## config.mk

```make
export PLATFORM = sky130hd
export DESIGN_NAME = rtc_edit_ctrl
export DESIGN_NICKNAME = d
export VERILOG_FILES = /design/src/rtl/rtc_edit_pkg.sv /design/src/rtl/rtc_step_repeat.sv /design/src/rtl/rtc_edit_ctrl.sv
export SDC_FILE = /design/constraint.sdc
export NUM_CORES = 1
export LEC_CHECK = 0
export CORE_MARGIN = 3
export CORE_UTILIZATION = 52
export DETAILED_ROUTE_END_ITERATION = 8
export GPL_ROUTABILITY_DRIVEN = 0
export PLACE_DENSITY_LB_ADDON = 0.05
export SKIP_LAST_GASP = 1
export SLEW_MARGIN = 25
export SYNTH_ARGS = -nofsm -noshare
export SYNTH_HDL_FRONTEND = slang
export SYNTH_SLANG_ARGS = --single-unit
```

## constraint.sdc

```tcl
create_clock -name clk -period 4 [get_ports clk]
set_input_delay 1 -clock clk [delete_from_list [all_inputs] [get_ports clk]]
set_output_delay 1 -clock clk [all_outputs]
set_load 0.01 [all_outputs]
```

## src/rtl/rtc_edit_pkg.sv

```systemverilog
// ---------------------------------------------------------------------------
// rtc_edit_pkg
// Shared definitions for the RTC date/time edit front-end:
//   - field code width and the FIELD_* codes driven on en_count
//   - default number of editable fields
//   - FSM state encoding of the edit controller
//   - field_step(): wrap-around navigation helper
// ---------------------------------------------------------------------------
package rtc_edit_pkg;

    localparam int FIELD_W        = 4;
    localparam int NUM_FIELDS_DEF = 6;

    localparam logic [FIELD_W-1:0] FIELD_NONE  = 4'd0;
    localparam logic [FIELD_W-1:0] FIELD_HOUR  = 4'd1;
    localparam logic [FIELD_W-1:0] FIELD_MIN   = 4'd2;
    localparam logic [FIELD_W-1:0] FIELD_SEC   = 4'd3;
    localparam logic [FIELD_W-1:0] FIELD_YEAR  = 4'd4;
    localparam logic [FIELD_W-1:0] FIELD_MONTH = 4'd5;
    localparam logic [FIELD_W-1:0] FIELD_DAY   = 4'd6;

    typedef enum logic [1:0] {
        IDLE   = 2'd0,
        EDIT   = 2'd1,
        COMMIT = 2'd2
    } edit_state_t;

    // Move one field forward or backward, wrapping between 1 and last.
    function automatic logic [FIELD_W-1:0] field_step(
        input logic [FIELD_W-1:0] cur,
        input logic               fwd,
        input logic [FIELD_W-1:0] last
    );
        if (fwd) begin
            return (cur >= last) ? FIELD_HOUR : cur + 4'd1;
        end
        return (cur <= FIELD_HOUR) ? last : cur - 4'd1;
    endfunction

endpackage

```

## src/rtl/rtc_step_repeat.sv

```systemverilog
// ---------------------------------------------------------------------------
// rtc_step_repeat
// One step direction (up or down) of the edit path. Turns a registered
// button level into single-cycle step pulses, with optional hold-to-repeat.
//
// Build option: AUTO_REPEAT_EN
//   defined   - while the button stays held, a repeat pulse follows the
//               initial one after HOLD_TICKS ticks, then every REPEAT_TICKS
//               ticks (one tick = TICK_DIV clk cycles).
//   undefined - exactly one pulse per press; no prescaler/repeat counter.
//
// Ports:
//   clk, reset  clock, asynchronous active-high reset
//   btn_i       registered button level of this direction
//   block_i     registered level of the opposite button (suppresses stepping)
//   enable_i    high while the controller is in EDIT
//   pulse_o     registered one-cycle step pulse
// ---------------------------------------------------------------------------
module rtc_step_repeat #(
    parameter int TICK_DIV     = 1000000,
    parameter int HOLD_TICKS   = 50,
    parameter int REPEAT_TICKS = 25
) (
    input  logic clk,
    input  logic reset,
    input  logic btn_i,
    input  logic block_i,
    input  logic enable_i,
    output logic pulse_o
);

    logic btn_prev_q;
    logic rise;
    logic start;
    logic pulse_d;
    logic pulse_q;

    // The previous copy tracks the button in every state, so a button held
    // across EDIT entry shows no rising edge until it is pressed again.
    always_ff @(posedge clk or posedge reset) begin
        if (reset) begin
            btn_prev_q <= 1'b0;
        end else begin
            btn_prev_q <= btn_i;
        end
    end

    assign rise  = btn_i & ~btn_prev_q;
    assign start = rise & ~block_i & enable_i;

`ifdef AUTO_REPEAT_EN
    localparam int PRE_W  = (TICK_DIV > 1) ? $clog2(TICK_DIV) : 1;
    localparam int MAX_T  = (HOLD_TICKS > REPEAT_TICKS) ? HOLD_TICKS : REPEAT_TICKS;
    localparam int REP_W  = (MAX_T > 1) ? $clog2(MAX_T) : 1;
    localparam logic [PRE_W-1:0] PRE_LAST  = PRE_W'(TICK_DIV - 1);
    localparam logic [REP_W-1:0] HOLD_LAST = REP_W'(HOLD_TICKS - 1);
    localparam logic [REP_W-1:0] REP_LAST  = REP_W'(REPEAT_TICKS - 1);

    logic [PRE_W-1:0] presc_q, presc_d;
    logic [REP_W-1:0] rep_q, rep_d;
    logic             active_q, active_d;
    logic             held_q, held_d;      // initial hold period has elapsed
    logic             keep;
    logic             tick;
    logic             fire;

    // Repeat continues only while the press that started it is still valid.
    assign keep = active_q & btn_i & ~block_i & enable_i;
    assign tick = keep & (presc_q == PRE_LAST);
    assign fire = tick & (rep_q == (held_q ? REP_LAST : HOLD_LAST));

    always_comb begin
        presc_d  = presc_q;
        rep_d    = rep_q;
        active_d = active_q;
        held_d   = held_q;
        if (start) begin
            presc_d  = '0;
            rep_d    = '0;
            active_d = 1'b1;
            held_d   = 1'b0;
        end else if (!keep) begin
            presc_d  = '0;
            rep_d    = '0;
            active_d = 1'b0;
            held_d   = 1'b0;
        end else begin
            presc_d = tick ? '0 : presc_q + 1'b1;
            if (fire) begin
                rep_d  = '0;
                held_d = 1'b1;
            end else if (tick) begin
                rep_d = rep_q + 1'b1;
            end
        end
    end

    always_ff @(posedge clk or posedge reset) begin
        if (reset) begin
            presc_q  <= '0;
            rep_q    <= '0;
            active_q <= 1'b0;
            held_q   <= 1'b0;
        end else begin
            presc_q  <= presc_d;
            rep_q    <= rep_d;
            active_q <= active_d;
            held_q   <= held_d;
        end
    end

    assign pulse_d = start | fire;
`else
    logic [31:0] unused_params;

    assign unused_params = TICK_DIV ^ HOLD_TICKS ^ REPEAT_TICKS;
    assign pulse_d       = start;
`endif

    always_ff @(posedge clk or posedge reset) begin
        if (reset) begin
            pulse_q <= 1'b0;
        end else begin
            pulse_q <= pulse_d;
        end
    end

    assign pulse_o = pulse_q;

endmodule

```

## src/rtl/rtc_edit_ctrl.sv

```systemverilog
// ---------------------------------------------------------------------------
// rtc_edit_ctrl
// Front-end sequencer for the RTC date/time edit path. Selects the field
// being edited (en_count), issues single-cycle enUP/enDOWN step strobes in
// the clk domain, and on leaving edit mode runs a wr_req/wr_ack handshake so
// the RTC write sequencer can commit the edited values.
//
// Build option: AUTO_REPEAT_EN enables hold-to-repeat on the step buttons
// (see rtc_step_repeat). Without it each press gives exactly one strobe.
//
// Ports:
//   clk, reset      clock, asynchronous active-high reset
//   edit_mode       level, requests edit mode
//   btn_left/right  debounced levels, previous/next field
//   btn_up/down     debounced levels, increment/decrement selected field
//   wr_ack          commit acknowledge (only honoured in COMMIT)
//   en_count        selected field code, 0 when not editing
//   enUP, enDOWN    one-cycle step strobes
//   wr_req          commit request, held until acknowledged
//   busy            high in EDIT or COMMIT
// ---------------------------------------------------------------------------
import rtc_edit_pkg::*;

module rtc_edit_ctrl #(
    parameter int TICK_DIV     = 1000000,
    parameter int HOLD_TICKS   = 50,
    parameter int REPEAT_TICKS = 25,
    parameter int NUM_FIELDS   = NUM_FIELDS_DEF
) (
    input  logic       clk,
    input  logic       reset,
    input  logic       edit_mode,
    input  logic       btn_left,
    input  logic       btn_right,
    input  logic       btn_up,
    input  logic       btn_down,
    input  logic       wr_ack,
    output logic [3:0] en_count,
    output logic       enUP,
    output logic       enDOWN,
    output logic       wr_req,
    output logic       busy
);

    localparam logic [FIELD_W-1:0] FIELD_LAST = FIELD_W'(NUM_FIELDS);

    logic edit_q, left_q, right_q, up_q, down_q;
    logic left_prev_q, right_prev_q;
    logic left_rise, right_rise;
    logic in_edit;

    edit_state_t        state_q, state_d;
    logic [FIELD_W-1:0] field_q, field_d;

    // Single input register for all level inputs, plus the previous copy of
    // the navigation buttons for edge detection.
    always_ff @(posedge clk or posedge reset) begin
        if (reset) begin
            edit_q       <= 1'b0;
            left_q       <= 1'b0;
            right_q      <= 1'b0;
            up_q         <= 1'b0;
            down_q       <= 1'b0;
            left_prev_q  <= 1'b0;
            right_prev_q <= 1'b0;
        end else begin
            edit_q       <= edit_mode;
            left_q       <= btn_left;
            right_q      <= btn_right;
            up_q         <= btn_up;
            down_q       <= btn_down;
            left_prev_q  <= left_q;
            right_prev_q <= right_q;
        end
    end

    assign left_rise  = left_q & ~left_prev_q;
    assign right_rise = right_q & ~right_prev_q;
    assign in_edit    = (state_q == EDIT);

    // State register
    always_ff @(posedge clk or posedge reset) begin
        if (reset) begin
            state_q <= IDLE;
            field_q <= FIELD_NONE;
        end else begin
            state_q <= state_d;
            field_q <= field_d;
        end
    end

    // Next-state logic
    always_comb begin
        state_d = state_q;
        field_d = field_q;
        unique case (state_q)
            IDLE: begin
                if (edit_q) begin
                    state_d = EDIT;
                    field_d = FIELD_HOUR;
                end
            end
            EDIT: begin
                if (!edit_q) begin
                    state_d = COMMIT;
                end else if (right_rise && !left_rise) begin
                    field_d = field_step(field_q, 1'b1, FIELD_LAST);
                end else if (left_rise && !right_rise) begin
                    field_d = field_step(field_q, 1'b0, FIELD_LAST);
                end
            end
            COMMIT: begin
                if (wr_ack) begin
                    state_d = IDLE;
                end
            end
            default: state_d = IDLE;
        endcase
    end

    // Outputs
    always_comb begin
        en_count = in_edit ? field_q : FIELD_NONE;
        wr_req   = (state_q == COMMIT);
        busy     = (state_q != IDLE);
    end

    // Each direction is blocked by the other button, so the strobes can
    // never coincide and both held means no stepping or repeat at all.
    rtc_step_repeat #(
        .TICK_DIV     (TICK_DIV),
        .HOLD_TICKS   (HOLD_TICKS),
        .REPEAT_TICKS (REPEAT_TICKS)
    ) u_step_up (
        .clk      (clk),
        .reset    (reset),
        .btn_i    (up_q),
        .block_i  (down_q),
        .enable_i (in_edit),
        .pulse_o  (enUP)
    );

    rtc_step_repeat #(
        .TICK_DIV     (TICK_DIV),
        .HOLD_TICKS   (HOLD_TICKS),
        .REPEAT_TICKS (REPEAT_TICKS)
    ) u_step_down (
        .clk      (clk),
        .reset    (reset),
        .btn_i    (down_q),
        .block_i  (up_q),
        .enable_i (in_edit),
        .pulse_o  (enDOWN)
    );

endmodule

```

==> results.ini, run 1 <==
[outcome]
status = finished, final reports clean

[global_routing]
grt_first_pass_wirelength_um = 2480
grtUsageMet2 = 0.277
use_met1 = 0.220
met3_usage = 0.0359
grt_pass1_vias = 578
grt_usage = 0.168
antenna_found_initial = 0
grt_max_degree = 18
grt_overflow_total = 0
busiest_layer = met2

[cells_and_area]
register_area_um2 = 425
syn_to_final_growth_pct = 23.9
final_nets = 103
layout_commonest_cell = dfrtp_1
multiInputGateArea_um2 = 345
n_antenna_cell = 0
final_cell_mix = dfrtp_1 (17), clkdlybuf4s50_1 (15), nor2_1 (5), inv_1 (5), o21ai_0 (5)
utilization = 0.721
fillers = 106
drive_above_1_share = 0.111

[worst_setup_path]
cp.required_ps = 3000
endpoint_kind = primary output
crit_arrival_ps = 1650
critPathLaunchType = flip-flop
critPathMaxFanout = 7
critPathKind = flip-flop to primary output

[yosys]
synth.top_cell.area_share = 0.535
seq_area_frac_synth = 0.535
synth.avg_cell_area_um2 = 11.0
syn_nets = 84
synth_area_leaders = dfrtp_1 (54%), ha_1 (6.3%), o21ai_0 (3.1%), o31ai_4 (2.7%), inv_1 (2.4%)
syn_area_um2 = 795
synth_cell_types = 30
synth-seq-cells = 17
synth_top_area_cell = dfrtp_1
synth_warnings = 0
syn_inst = 72

[clock_tree]
post_cts.repair.setup_buffers = 0
cts_tree = built
clk_path_buf_depth = 2
clkTransAtPathRegs_ps = 90
root_buffer = clkbuf_4
cts_resized = 0
cts.sinks = 17
cts_buffers = 3
hold_buffers = 0
htreeDepth = 1
insertion_delay_ps = 280

[detailed_routing]
drt_iter0_markers = 9
routed_wirelength_um = 1390
drc = 0
via_count = 579
wl_per_cell_um = 13.2
via_per_inst = 5.51
drt-pass1-iter-count = 3
final_antenna_net_count = 0

[timing]
finalCritPeriodShare = 0.663
skew_ps = 8.29
slew_viol_final = 0
rsz0062_at_grt = no
slew-limit-headroom = 0.588
min_period_ps = 2650
max_slew.worst_pin.slew_ps = 617
final-hold-violation-count = 0
fmax_ghz = 0.377
setup_ws_ps = 1350
finalSetupViolCount = 0
fin_tns_setup_ps = 0

[pwr]
leakagePower_nw = 0.422
vdd_drop_max_uv = 368
power.density_mw_per_mm2 = 449

[die]
core_area_mm2 = 0.00137
die-area_mm2 = 0.00203
fp.dieH_um = 45.1
ios = 16
start_util = 0.582
die_w_um = 45.1
rows = 13

[placement]
io_buffers = 15
pre_cts_slack_ps = 1660
hpwl_um = 1070

[job]
maxCapViolations = 0

[min_path]
hold_class = flip-flop to flip-flop

power breakdown:
part	leakage (nW)	internal, mW	total (mW)	switching (mW)
combinational	0.198	0.0654	0.138	0.0722
clock	0.0150	0.0387	0.0870	0.0483
sequential	0.209	0.191	0.218	0.0274
total	0.422	0.295	0.443	0.148
routing by layer:
layer,part of all wire,vias to the layer above
li1,-,288
met1,0.44,275
met2,0.50,14
met3,0.048,2
met4,0.0086,0
met5,0,-
cell type report:
| cell class | count | area share |
|---|---|---|
| sequential | 17 | 0.432 |
| multi-input combinational | 49 | 0.351 |
| inverter | 5 | 0.0191 |
| timing repair buffer | 15 | 0.152 |
| clock buffer | 4 | 0.0267 |
| tap | 15 | 0.0191 |
cell families (layout without fill, tap and decap cells):
logic type,Yosys count,in the layout,share of synthesized area
fa+ha+maj,4,4,0.0630
simple gates,28,28,0.216
compound gates,17,17,0.156
flops,17,17,0.535
buf+inv,6,24,0.0299
sequential cells by signal, indices dropped and copies added (netlist names):
name                    flops
right_prev_q                1
edit_q                      1
down_q                      1
left_prev_q                 1
up_q                        1
u_step_up.pulse_o           1
u_step_up.btn_prev_q        1
field_q                     4
left_q                      1
u_step_down.pulse_o         1
state_q                     2
u_step_down.btn_prev_q      1
right_q                     1
synth_stat cells:
master and number:
a21o_1 1, nor4_1 2, nand2b_1 1, nand3_1 1, nand2b_2 1, inv_1 5
a311oi_1 1, a32o_1 1, and2b_2 1, nor2b_2 1, or2_2 1, a21oi_1 3
nor3_1 1, o31ai_4 1, o2bb2ai_1 1, o21ai_0 5, nand3b_1 1, nor2_1 5
nor2_4 1, and2_1 2, dfrtp_1 17, o31ai_1 1, clkbuf_2 1, ha_1 4
nor2b_1 3, nor4b_1 2, o21a_1 2, or2b_2 1, nand2_1 4, o21ai_1 1
final timing paths:
path / endpoint / cells after the start / slack, ps / from
setup / recovery: en_count[0] / 3 / 1350 / state_q[1]$_DFFE_PP0P_
hold / removal: right_prev_q$_DFF_PP0_ / 0 / 390 / right_q$_DFF_PP0_
setup reg to reg: field_q[2]$_DFFE_PP0P_ / 6 / 2210 / field_q[0]$_DFFE_PP0P_
hold reg to reg: right_prev_q$_DFF_PP0_ / 0 / 390 / right_q$_DFF_PP0_
max in group asynchronous: field_q[0]$_DFFE_PP0P_ / 2 / 2510 / reset
min in group asynchronous: left_q$_DFF_PP0_ / 2 / 1090 / reset
per-stage QoR:
| stage | instances | power (mW) | hold WS, ps | area (um^2) |
|---|---|---|---|---|
| finish | 105 | 0.443 | 391 | 985 |
| global route | 105 | 0.475 | 407 | 985 |
| CTS | 105 | 0.445 | 394 | 985 |
| detailed placement | 101 | 0.358 | 373 | 958 |
| global placement | 101 | 0.351 | 371 | 958 |
| floorplan | 72 | 0.310 | 359 | 795 |
critical path, cell delays in order, from the launching register on:
cell and delay (ps):
dfrtp_1 410, nand2b_2 260, nor2_1 140, clkdlybuf4s50_1 560
No activity file was read; power rests on OpenSTA's default activity.
==> inputs of run 2 (changes only) <==
- CORE_UTILIZATION: 52 -> 48
- clock period: 4 -> 2.6 ns (I/O delays scaled with it)
==> results.ini, run 2 (synthesized netlist as in run 1, its figures left out) <==
[outcome]
status = finished, final reports clean

[worst_setup_path]
cp-startpoint = state_q[1]$_DFFE_PP0P_
r2r-start = field_q[0]$_DFFE_PP0P_
cpPeakStageDelay_ps = 550
cp_top_family = buffers and inverters
reg2regPathDepth = 6
cp.required_ps = 1950
r2r_setup_slack_ps = 920
path_buf_inv = 1
endpoint_kind = primary output
slowest_stage = clkdlybuf4s50_1
critPathKind = flip-flop to primary output
crit_arrival_ps = 1660
path_cells = nand2b_2 > nor2_1 > clkdlybuf4s50_1
rr_endpoint = field_q[2]$_DFFE_PP0P_
critPathLaunchType = flip-flop
critPathMaxFanout = 7

[cells_and_area]
largest_register = field_q
final_nets = 103
final_cell_mix = dfrtp_1 (17), clkdlybuf4s50_1 (15), nor2_1 (5), inv_1 (5), o21ai_0 (5)
n_antenna_cell = 0
utilization = 0.647
fin_area_um2 = 986
largest_register_ffs = 4
reg_top3 = field_q (4), state_q (2)
drive_above_1_share = 0.111
syn_to_final_growth_pct = 24.1
layout_commonest_cell = dfrtp_1

[timing]
fin_tns_setup_ps = 0
rsz0062_at_grt = no
whs_ps = 404
min_period_ps = 2310
finalCritPeriodShare = 0.889
slew-limit-headroom = 0.578
final-hold-violation-count = 0
fmax_ghz = 0.432
slew_viol_final = 0
skew_ps = 2.51
finalSetupViolCount = 0
max_slew.worst_pin.slew_ps = 632

[pwr]
clkPwrFrac = 0.202
vdd_drop_max_uv = 436
pwr-share-seq = 0.491
leakagePower_nw = 0.422
power.switching_mw = 0.224
combPwrFrac = 0.306
power.density_mw_per_mm2 = 686
power.switching_fraction = 0.331
internal_power_mw = 0.453

[global_routing]
grt_first_pass_wirelength_um = 2380
grt_usage = 0.157
grt_pass1_vias = 551
grt_max_degree = 18
antenna_found_initial = 0
grt_overflow_total = 0

[clock_tree]
hold_buffers = 0
root_buffer = clkbuf_4
clk_path_buf_depth = 2
htreeDepth = 1
post_cts.repair.setup_buffers = 0
clkTransAtPathRegs_ps = 90
cts_resized = 0
insertion_delay_ps = 280
cts.sinks = 17
cts_tree = built
cts_buffers = 3

[die]
start_util = 0.521
die_w_um = 46.7
fp.dieH_um = 46.7
rows = 14
ios = 16
die-area_mm2 = 0.00218
core_area_mm2 = 0.00152

[job]
maxCapViolations = 0

[detailed_routing]
routed_wirelength_um = 1340
via_per_inst = 5.29
drt_iter0_markers = 2
via_count = 561
drc = 0
final_antenna_net_count = 0
drt-pass1-iter-count = 2
wl_per_cell_um = 12.7

[placement]
io_buffers = 15
hpwl_um = 1050
placed_area_um2 = 960

[min_path]
whs_endpoint = right_prev_q$_DFF_PP0_
hold_class = flip-flop to flip-flop
holdPathStages = 0
hold_start = right_q$_DFF_PP0_

==> run 2: cell counts in the layout (fill, tap and decap cells not counted) <==
No cell type changed its count.
==> run 2: through the flow <==
step | setup slack, ps | cells | total power, mW
after floorplan | 1130 | 72 | 0.477
after global placement | 621 | 102 | 0.540
after detailed placement | 592 | 102 | 0.547
after CTS | 261 | 106 | 0.686
after global routing | 183 | 106 | 0.731
final | 287 | 106 | 0.677
==> run 2: worst max path at each step <==
stage          slack, ps           to  depth (start not counted)
6_report             290  en_count[0]                          3
4_1_cts              260  en_count[0]                          3
3_5_place_dp         590  en_count[0]                          3
3_3_place_gp         620  en_count[0]                          3
5_1_grt              180  en_count[0]                          3
2_1_floorplan       1130  en_count[0]                          2
==> run 2: layer usage <==
layer	vias up	part of all wire	track usage	wire length, um
met5	-	0	0	0
met3	2	0.039	0.0234	52
met2	10	0.50	0.236	667
li1	286	-	-	-
met4	0	0.0089	0.105	12
met1	263	0.45	0.207	611
==> run 2: cell type report <==
class,count,area [um^2]
Clock buffer,4,26.3
Tap cell,16,20.0
Timing Repair Buffer,15,150
Sequential cell,17,425
Fill cell,136,538
Inverter,5,18.8
Multi-Input combinational cell,49,345
==> run 2: power by group through the flow <==
stage	combinational [mW]	clock, mW	sequential (mW)
floorplan	0.153	0	0.324
global placement	0.204	0	0.336
detailed placement	0.208	0	0.339
CTS	0.208	0.144	0.333
global route	0.238	0.154	0.338
finish	0.207	0.137	0.333
